### src/rtl/fifo_pkg.sv
// Shared capture-FIFO definitions: fifo_state encodings, frame sizes and reader FSM types.
// Used by the FIFO writer, the state controller and fifo_rd.
package fifo_pkg;

  localparam int unsigned POINT_NUM_DEF = 400;
  localparam int unsigned DATA_NUM_DEF  = POINT_NUM_DEF * 2;

  localparam int unsigned ST_W     = 3;
  localparam int unsigned DATA_W   = 10;
  localparam int unsigned SAMPLE_W = 8;
  localparam int unsigned CNT_W    = 10;
  localparam int unsigned LVL_W    = 11;

  localparam logic [ST_W-1:0] FS_IDLE       = 3'b111;
  localparam logic [ST_W-1:0] FS_WR_200X2   = 3'b011;
  localparam logic [ST_W-1:0] FS_WR_RD_LOOP = 3'b001;
  localparam logic [ST_W-1:0] FS_RD_400X2   = 3'b101;

  typedef enum logic [1:0] {R_IDLE, R_TRIM, R_READ, R_DONE} rd_state_e;
  typedef enum logic [1:0] {M_IDLE, M_TRIM, M_READ} rd_mode_e;

  // Pre-fill and unknown encodings both mean "leave the FIFO alone".
  function automatic rd_mode_e decode_mode(input logic [ST_W-1:0] st);
    case (st)
      FS_WR_RD_LOOP: return M_TRIM;
      FS_RD_400X2:   return M_READ;
      default:       return M_IDLE;
    endcase
  endfunction

endpackage

### src/rtl/fifo_pat_chk.sv
// Test-pattern checker: each sample after the first of a frame must be previous+1 mod 256.
// Only instantiated when FIFO_RD_PATTERN_CHECK_EN is defined; the error flag is sticky until reset.
module fifo_pat_chk
  import fifo_pkg::*;
(
  input  logic                sys_clk,
  input  logic                sys_rst_n,
  input  logic                valid_i,
  input  logic                first_i,
  input  logic [SAMPLE_W-1:0] data_i,
  output logic                err_o
);

  logic [SAMPLE_W-1:0] prev_q;
  logic                err_q;

  always_ff @(posedge sys_clk or negedge sys_rst_n) begin
    if (!sys_rst_n) begin
      prev_q <= '0;
      err_q  <= 1'b0;
    end else if (valid_i) begin
      prev_q <= data_i;
      if (!first_i && (data_i != prev_q + SAMPLE_W'(1))) begin
        err_q <= 1'b1;
      end
    end
  end

  assign err_o = err_q;

endmodule

### src/rtl/fifo_rd.sv
// Capture-FIFO reader: idles during pre-fill, trims the FIFO in the write/read loop and delivers
// one frame of words on host request. Optional pattern checker: define FIFO_RD_PATTERN_CHECK_EN.
module fifo_rd
  import fifo_pkg::*;
#(
  parameter int unsigned POINT_NUM = POINT_NUM_DEF,
  parameter int unsigned DATA_NUM  = POINT_NUM * 2
) (
  input  logic                sys_clk,
  input  logic                sys_rst_n,
  input  logic [ST_W-1:0]     fifo_state,
  input  logic                fifo_rd_flag,
  input  logic [DATA_W-1:0]   fifo_rd_data,
  input  logic [LVL_W-1:0]    fifo_rd_data_count,
  input  logic                fifo_empty,
  output logic                fifo_rd_en,
  output logic [SAMPLE_W-1:0] sample_data,
  output logic                sample_valid,
  output logic [CNT_W-1:0]    rd_cnt,
  output logic                frame_done,
  output logic                pattern_err
);

  localparam logic [CNT_W-1:0] CNT_LAST = CNT_W'(DATA_NUM);
  localparam logic [LVL_W-1:0] LVL_LAST = LVL_W'(DATA_NUM);
  localparam logic [LVL_W-1:0] TRIM_LVL = LVL_W'(DATA_NUM / 2);

  rd_state_e        state_q, state_d;
  rd_mode_e         mode;
  logic             rd_en_q, rd_en_d;
  logic             pend_q, pend_d;
  logic             vld_q, vld_d;
  logic [CNT_W-1:0] cnt_q, cnt_d;
  logic             done_q, done_d;
  logic [LVL_W-1:0] cnt_ahead;
  logic             unused_hi;

  assign mode      = decode_mode(fifo_state);
  assign cnt_ahead = LVL_W'(cnt_q) + LVL_W'(rd_en_q);
  assign unused_hi = ^fifo_rd_data[DATA_W-1:SAMPLE_W];

  always_ff @(posedge sys_clk or negedge sys_rst_n) begin
    if (!sys_rst_n) begin
      state_q <= R_IDLE;
      rd_en_q <= 1'b0;
      pend_q  <= 1'b0;
      vld_q   <= 1'b0;
      cnt_q   <= '0;
      done_q  <= 1'b0;
    end else begin
      state_q <= state_d;
      rd_en_q <= rd_en_d;
      pend_q  <= pend_d;
      vld_q   <= vld_d;
      cnt_q   <= cnt_d;
      done_q  <= done_d;
    end
  end

  always_comb begin
    state_d = state_q;
    rd_en_d = 1'b0;
    pend_d  = pend_q;
    vld_d   = 1'b0;
    cnt_d   = cnt_q;
    done_d  = 1'b0;
    unique case (state_q)
      R_IDLE: begin
        pend_d = 1'b0;
        cnt_d  = '0;
        if (mode == M_TRIM)      state_d = R_TRIM;
        else if (mode == M_READ) state_d = R_READ;
      end
      R_TRIM: begin
        pend_d = 1'b0;
        cnt_d  = '0;
        if (mode == M_IDLE)      state_d = R_IDLE;
        else if (mode == M_READ) state_d = R_READ;
        else begin
          // Skip the cycle after a read so the occupancy count has caught up.
          rd_en_d = !rd_en_q && !fifo_empty && (fifo_rd_data_count >= TRIM_LVL);
        end
      end
      R_READ: begin
        if (mode != M_READ) begin
          // Abort: any read still in flight is discarded.
          state_d = (mode == M_TRIM) ? R_TRIM : R_IDLE;
          pend_d  = 1'b0;
          cnt_d   = '0;
        end else begin
          vld_d = rd_en_q;
          if (rd_en_q) cnt_d = cnt_q + CNT_W'(1);
          if (cnt_q == CNT_LAST) begin
            state_d = R_DONE;
            done_d  = 1'b1;
            pend_d  = 1'b0;
          end else if (pend_q) begin
            if (!fifo_empty && (cnt_ahead < LVL_LAST)) begin
              rd_en_d = 1'b1;
              pend_d  = 1'b0;
            end
          end else if (fifo_rd_flag) begin
            pend_d = 1'b1;
          end
        end
      end
      R_DONE: begin
        pend_d = 1'b0;
        if (mode != M_READ) begin
          state_d = (mode == M_TRIM) ? R_TRIM : R_IDLE;
          cnt_d   = '0;
        end
      end
      default: state_d = R_IDLE;
    endcase
  end

  // The FIFO's read port is already registered, so the sample is muxed straight from it.
  assign fifo_rd_en   = rd_en_q;
  assign sample_valid = vld_q;
  assign sample_data  = vld_q ? fifo_rd_data[SAMPLE_W-1:0] : '0;
  assign rd_cnt       = cnt_q;
  assign frame_done   = done_q;

`ifdef FIFO_RD_PATTERN_CHECK_EN
  logic first_smp;
  assign first_smp = (cnt_q == CNT_W'(1));

  fifo_pat_chk u_pat_chk (
    .sys_clk   (sys_clk),
    .sys_rst_n (sys_rst_n),
    .valid_i   (vld_q),
    .first_i   (first_smp),
    .data_i    (sample_data),
    .err_o     (pattern_err)
  );
`else
  assign pattern_err = 1'b0;
`endif

endmodule

### config.mk
export PLATFORM = sky130hd
export DESIGN_NAME = fifo_rd
export DESIGN_NICKNAME = d
export VERILOG_FILES = /design/src/rtl/fifo_pkg.sv /design/src/rtl/fifo_pat_chk.sv /design/src/rtl/fifo_rd.sv
export SDC_FILE = /design/constraint.sdc
export NUM_CORES = 1
export LEC_CHECK = 0
export CAP_MARGIN = 20
export CORE_ASPECT_RATIO = 0.9
export CORE_MARGIN = 8
export CORE_UTILIZATION = 61
export CTS_CLUSTER_DIAMETER = 150
export DETAILED_ROUTE_END_ITERATION = 12
export DONT_BUFFER_PORTS = 1
export GPL_TIMING_DRIVEN = 0
export PLACE_DENSITY_LB_ADDON = 0.05
export SYNTH_ARGS = -nofsm -noshare
export SYNTH_HDL_FRONTEND = slang
export SYNTH_SLANG_ARGS = --single-unit
### constraint.sdc
create_clock -name sys_clk -period 2 [get_ports sys_clk]
set_input_delay 0.3 -clock sys_clk [delete_from_list [all_inputs] [get_ports sys_clk]]
set_output_delay 0.3 -clock sys_clk [all_outputs]
set_load 0.01 [all_outputs]
==> out/metrics.sh <==
GRT_PASS1_WL_UM=4610
PATH_MAX_FANOUT=10
MAX_SLEW_MARGIN=0.515
POSTSYNTH.ASYNCRESETSHARE=1.00
DIE_AREA_UM2=3530
WORSTHOLDPATHTYPE='in2reg'
GRT_OVERFLOW_TOTAL=0
CLOCK_INSERTION_DELAY_AT_THE_LATER_PIN_OF_THE_SKEW_REPORT_PS=290
PLACEMENTROWS=15
SYNTHDOMINANTCELLAREASHARE=0.349
DR_TOTAL_VIAS=1049
GRT_PASS1_VIAS=1022
SKEW_PS=4.15
DRV.MAX_CAP_VIOLATION_COUNT=0
CTS_SETUP_BUFFERS=0
YOSYSSEQAREASHARE=0.349
FINAL_COMMON_CELL='sky130_fd_sc_hd__dfrtp_1'
VIASPERCELL=6.56
ANTENNA_CELLS_INSERTED=0
ANTENNA_FOUND_INITIAL=0
SYNTH.LIB_CELLS_USED.DISTINCT=39
CRITICAL_PATH.CELL_CHAIN='inv_1 -> ha_2 -> nor2b_4 -> o21a_1 -> buf_6 -> or4_1 -> a21oi_1'
FINAL.PERIOD_UTILIZATION=0.934
GRT_SETUP_UNREPAIRED='false'
FP.COREAREA_UM2=1840
CRITICAL_PATH.N_BUFFERS_INVERTERS=2
CTS_SINKS=16
WS_PATH_TYPE='reg2reg'
GRT_START_MAX_NET_PINS=17
DIE_WIDTH_UM=61.7
SYNTHFLOPTYPE='sky130_fd_sc_hd__dfrtp_1'
TIMING.CRITICAL_PATH.MAX_DELAY_FAMILY='simple AND/OR/NAND/NOR gates'
CLOCK_TRANSITION_AT_THE_REGISTERS_OF_THE_REPORTED_PATHS_PS=90
TRITONCTS='yes'
FMAX_MHz=535
FIN_CRIT_PS=1870
DPL-INSTANCE-AREA_UM2=1180
SYNTH_AREA_LEADER_CELL='sky130_fd_sc_hd__dfrtp_1'
PORT_BUFFERS=0
INITIAL_UTILIZATION=0.624
SYN2LAYOUT_AREA_GROWTH_PCT=6.98
SYN_AREA_UM2=1150
TYPE_OF_DESTINATION_OF_THE_CRITICAL_PATH='flop'
HTREE_NUM_LEVELS=1
ROOT_BUFFER='sky130_fd_sc_hd__clkbuf_4'
DRT_FIRST_PASS_ITERS=4
NETS=171
NON_FILLER_CELL_AREA_FINAL_UM2=1230
CRITICAL_PATH_ARRIVAL_PS=2090
POST_SYNTH_MAIN_AREA_CONTRIBUTORS='sky130_fd_sc_hd__dfrtp_1 (35%), sky130_fd_sc_hd__ha_1 (7.6%), sky130_fd_sc_hd__and2_1 (4.4%)'
VDD.IR_DROP.WORST_mV=0.552
DRC=0
SYN-NUM-NETS=165
PLACE_WORST_SETUP_SLACK_PS=54.8
YOSYS_WARNINGS=0
GRT_USAGE=0.167
COUNT_OF_FLIP_FLOPS_WITH_A_BUILT_IN_ENABLE_AFTER_SYNTHESIS=0
WORST_SLACK_PS=132
DIE_HEIGHT_UM=57.1
ANTENNA_VIOLATING_NETS_POST_ROUTE=0
GLOBALPLACE.CONGESTION=0.894
CTSLONGESTPATHBUFFERS=2
POWER_DENSITY_nW_PER_UM2=654
CRITPATHSLOWESTCELL='sky130_fd_sc_hd__dfrtp_1'
NUMCTSBUFFERS=3
PIN_COUNT=50
POWER_LEAKAGE_uW=0.000503
POSTSYNTHCELLCOUNT=130
FINALSETUPVIOLATIONS=0
MAX_STAGE_DELAY_PS=430
WORST_SLEW_PIN_SLEW_PS=726
ROUTED_WIRE_LENGTH_UM=2890
FINAL_CELL_MIX='sky130_fd_sc_hd__dfrtp_1 (16), sky130_fd_sc_hd__nor2_1 (13), sky130_fd_sc_hd__inv_1 (10), sky130_fd_sc_hd__a21oi_1 (8), sky130_fd_sc_hd__and2_1 (8)'
YS_FF_LATCH=16
SLEW_VIOLATIONS=0
TNS_PS=0
CRITICAL_PATH.STARTPOINT_TYPE='flop'
RUN_STATUS='completed'
DETAILEDROUTE.FIRSTITERATIONVIOLATIONS=21
DRIVE_GT1_FRAC=0.0963
DP_HPWL_UM=2320
ROUTEDWLPERCELL_UM=18.1
WORST_EP_REQUIRED_TIME_PS=2220
POST_SYNTH.CELL_AREA_AVG_UM2=8.83
HOLD_VIOL_FINAL=0
[logic make-up after synthesis]
kind of cell,Yosys count,share of synthesized area
fa+ha+maj,7,0.0763
simple gates,57,0.297
compound gates,35,0.207
mux,1,0.00872
other cells,1,0.00327
flops,16,0.349
buf+inv,13,0.0589
[metal layers]
metal | track usage | wire length (um) | up-vias
met1 | 0.201 | 1210 | 504
met3 | 0.0695 | 341 | 5
met5 | 0 | 0 | -
li1 | - | - | 490
met2 | 0.254 | 1300 | 50
met4 | 0.0649 | 42 | 0
[cell usage after synthesis, types with 2 or more instances]
library cell / instances
sky130_fd_sc_hd__a21oi_1: 8
sky130_fd_sc_hd__a22o_1: 2
sky130_fd_sc_hd__and2_1: 8
sky130_fd_sc_hd__and4_1: 2
sky130_fd_sc_hd__buf_6: 2
sky130_fd_sc_hd__dfrtp_1: 16
sky130_fd_sc_hd__ha_1: 7
sky130_fd_sc_hd__inv_1: 10
sky130_fd_sc_hd__nand2_1: 6
sky130_fd_sc_hd__nand3_1: 6
sky130_fd_sc_hd__nor2_1: 13
sky130_fd_sc_hd__nor3_1: 3
sky130_fd_sc_hd__nor4bb_1: 2
sky130_fd_sc_hd__o21a_1: 3
sky130_fd_sc_hd__o21ai_0: 8
sky130_fd_sc_hd__o311ai_0: 3
sky130_fd_sc_hd__o31ai_1: 2
sky130_fd_sc_hd__o41ai_1: 2
sky130_fd_sc_hd__or3_1: 6
sky130_fd_sc_hd__or4_1: 2
[final timing paths]
| path | start | end | slack [ps] | depth (start not counted) |
|---|---|---|---|---|
| setup / recovery | flop | rd_cnt[7] | 130 | 7 |
| hold / removal | fifo_rd_flag | pend_q | 230 | 2 |
| setup reg to reg | flop | rd_cnt[7] | 130 | 7 |
| hold reg to reg | flop | flop | 610 | 1 |
| max in group asynchronous | sys_rst_n | asynchronous set/reset pin | 1040 | 1 |
| min in group asynchronous | sys_rst_n | rd_cnt[6] | 500 | 1 |
[through the flow]
step           hold slack, ps   util  power (uW)  cells
2_1_floorplan            4.41      -         539    130
3_3_place_gp             4.88  0.641         576    155
3_5_place_dp             4.85  0.641         583    155
4_1_cts                   218  0.666         804    160
5_1_grt                   234  0.667         864    160
6_report                  235  0.667         803    160
[power by group]
part | leakage (uW) | internal, uW | switching, uW | total [uW]
registers | 0.000222 | 337 | 23.4 | 361
clock network | 0.0000210 | 111 | 101 | 212
logic | 0.000260 | 99.8 | 130 | 230
total | 0.000503 | 548 | 255 | 803
[timing repair]
item / CTS / global route
endpoints found under the hold margin: 16 / 0
hold buffers: 1 / 0
setup endpoints to repair: 0 / 6
gates resized for setup: 0 / 3
[final cells by class]
| type | instances | area, um^2 |
|---|---|---|
| buffer | 3 | 30.0 |
| clock buffer | 4 | 36.3 |
| fill | 157 | 612 |
| inverter | 10 | 37.5 |
| multi-input combinational | 101 | 682 |
| sequential | 16 | 400 |
| tap | 25 | 31.3 |
| timing repair buffer | 1 | 10.0 |
No activity file was read; power rests on OpenSTA's default activity.
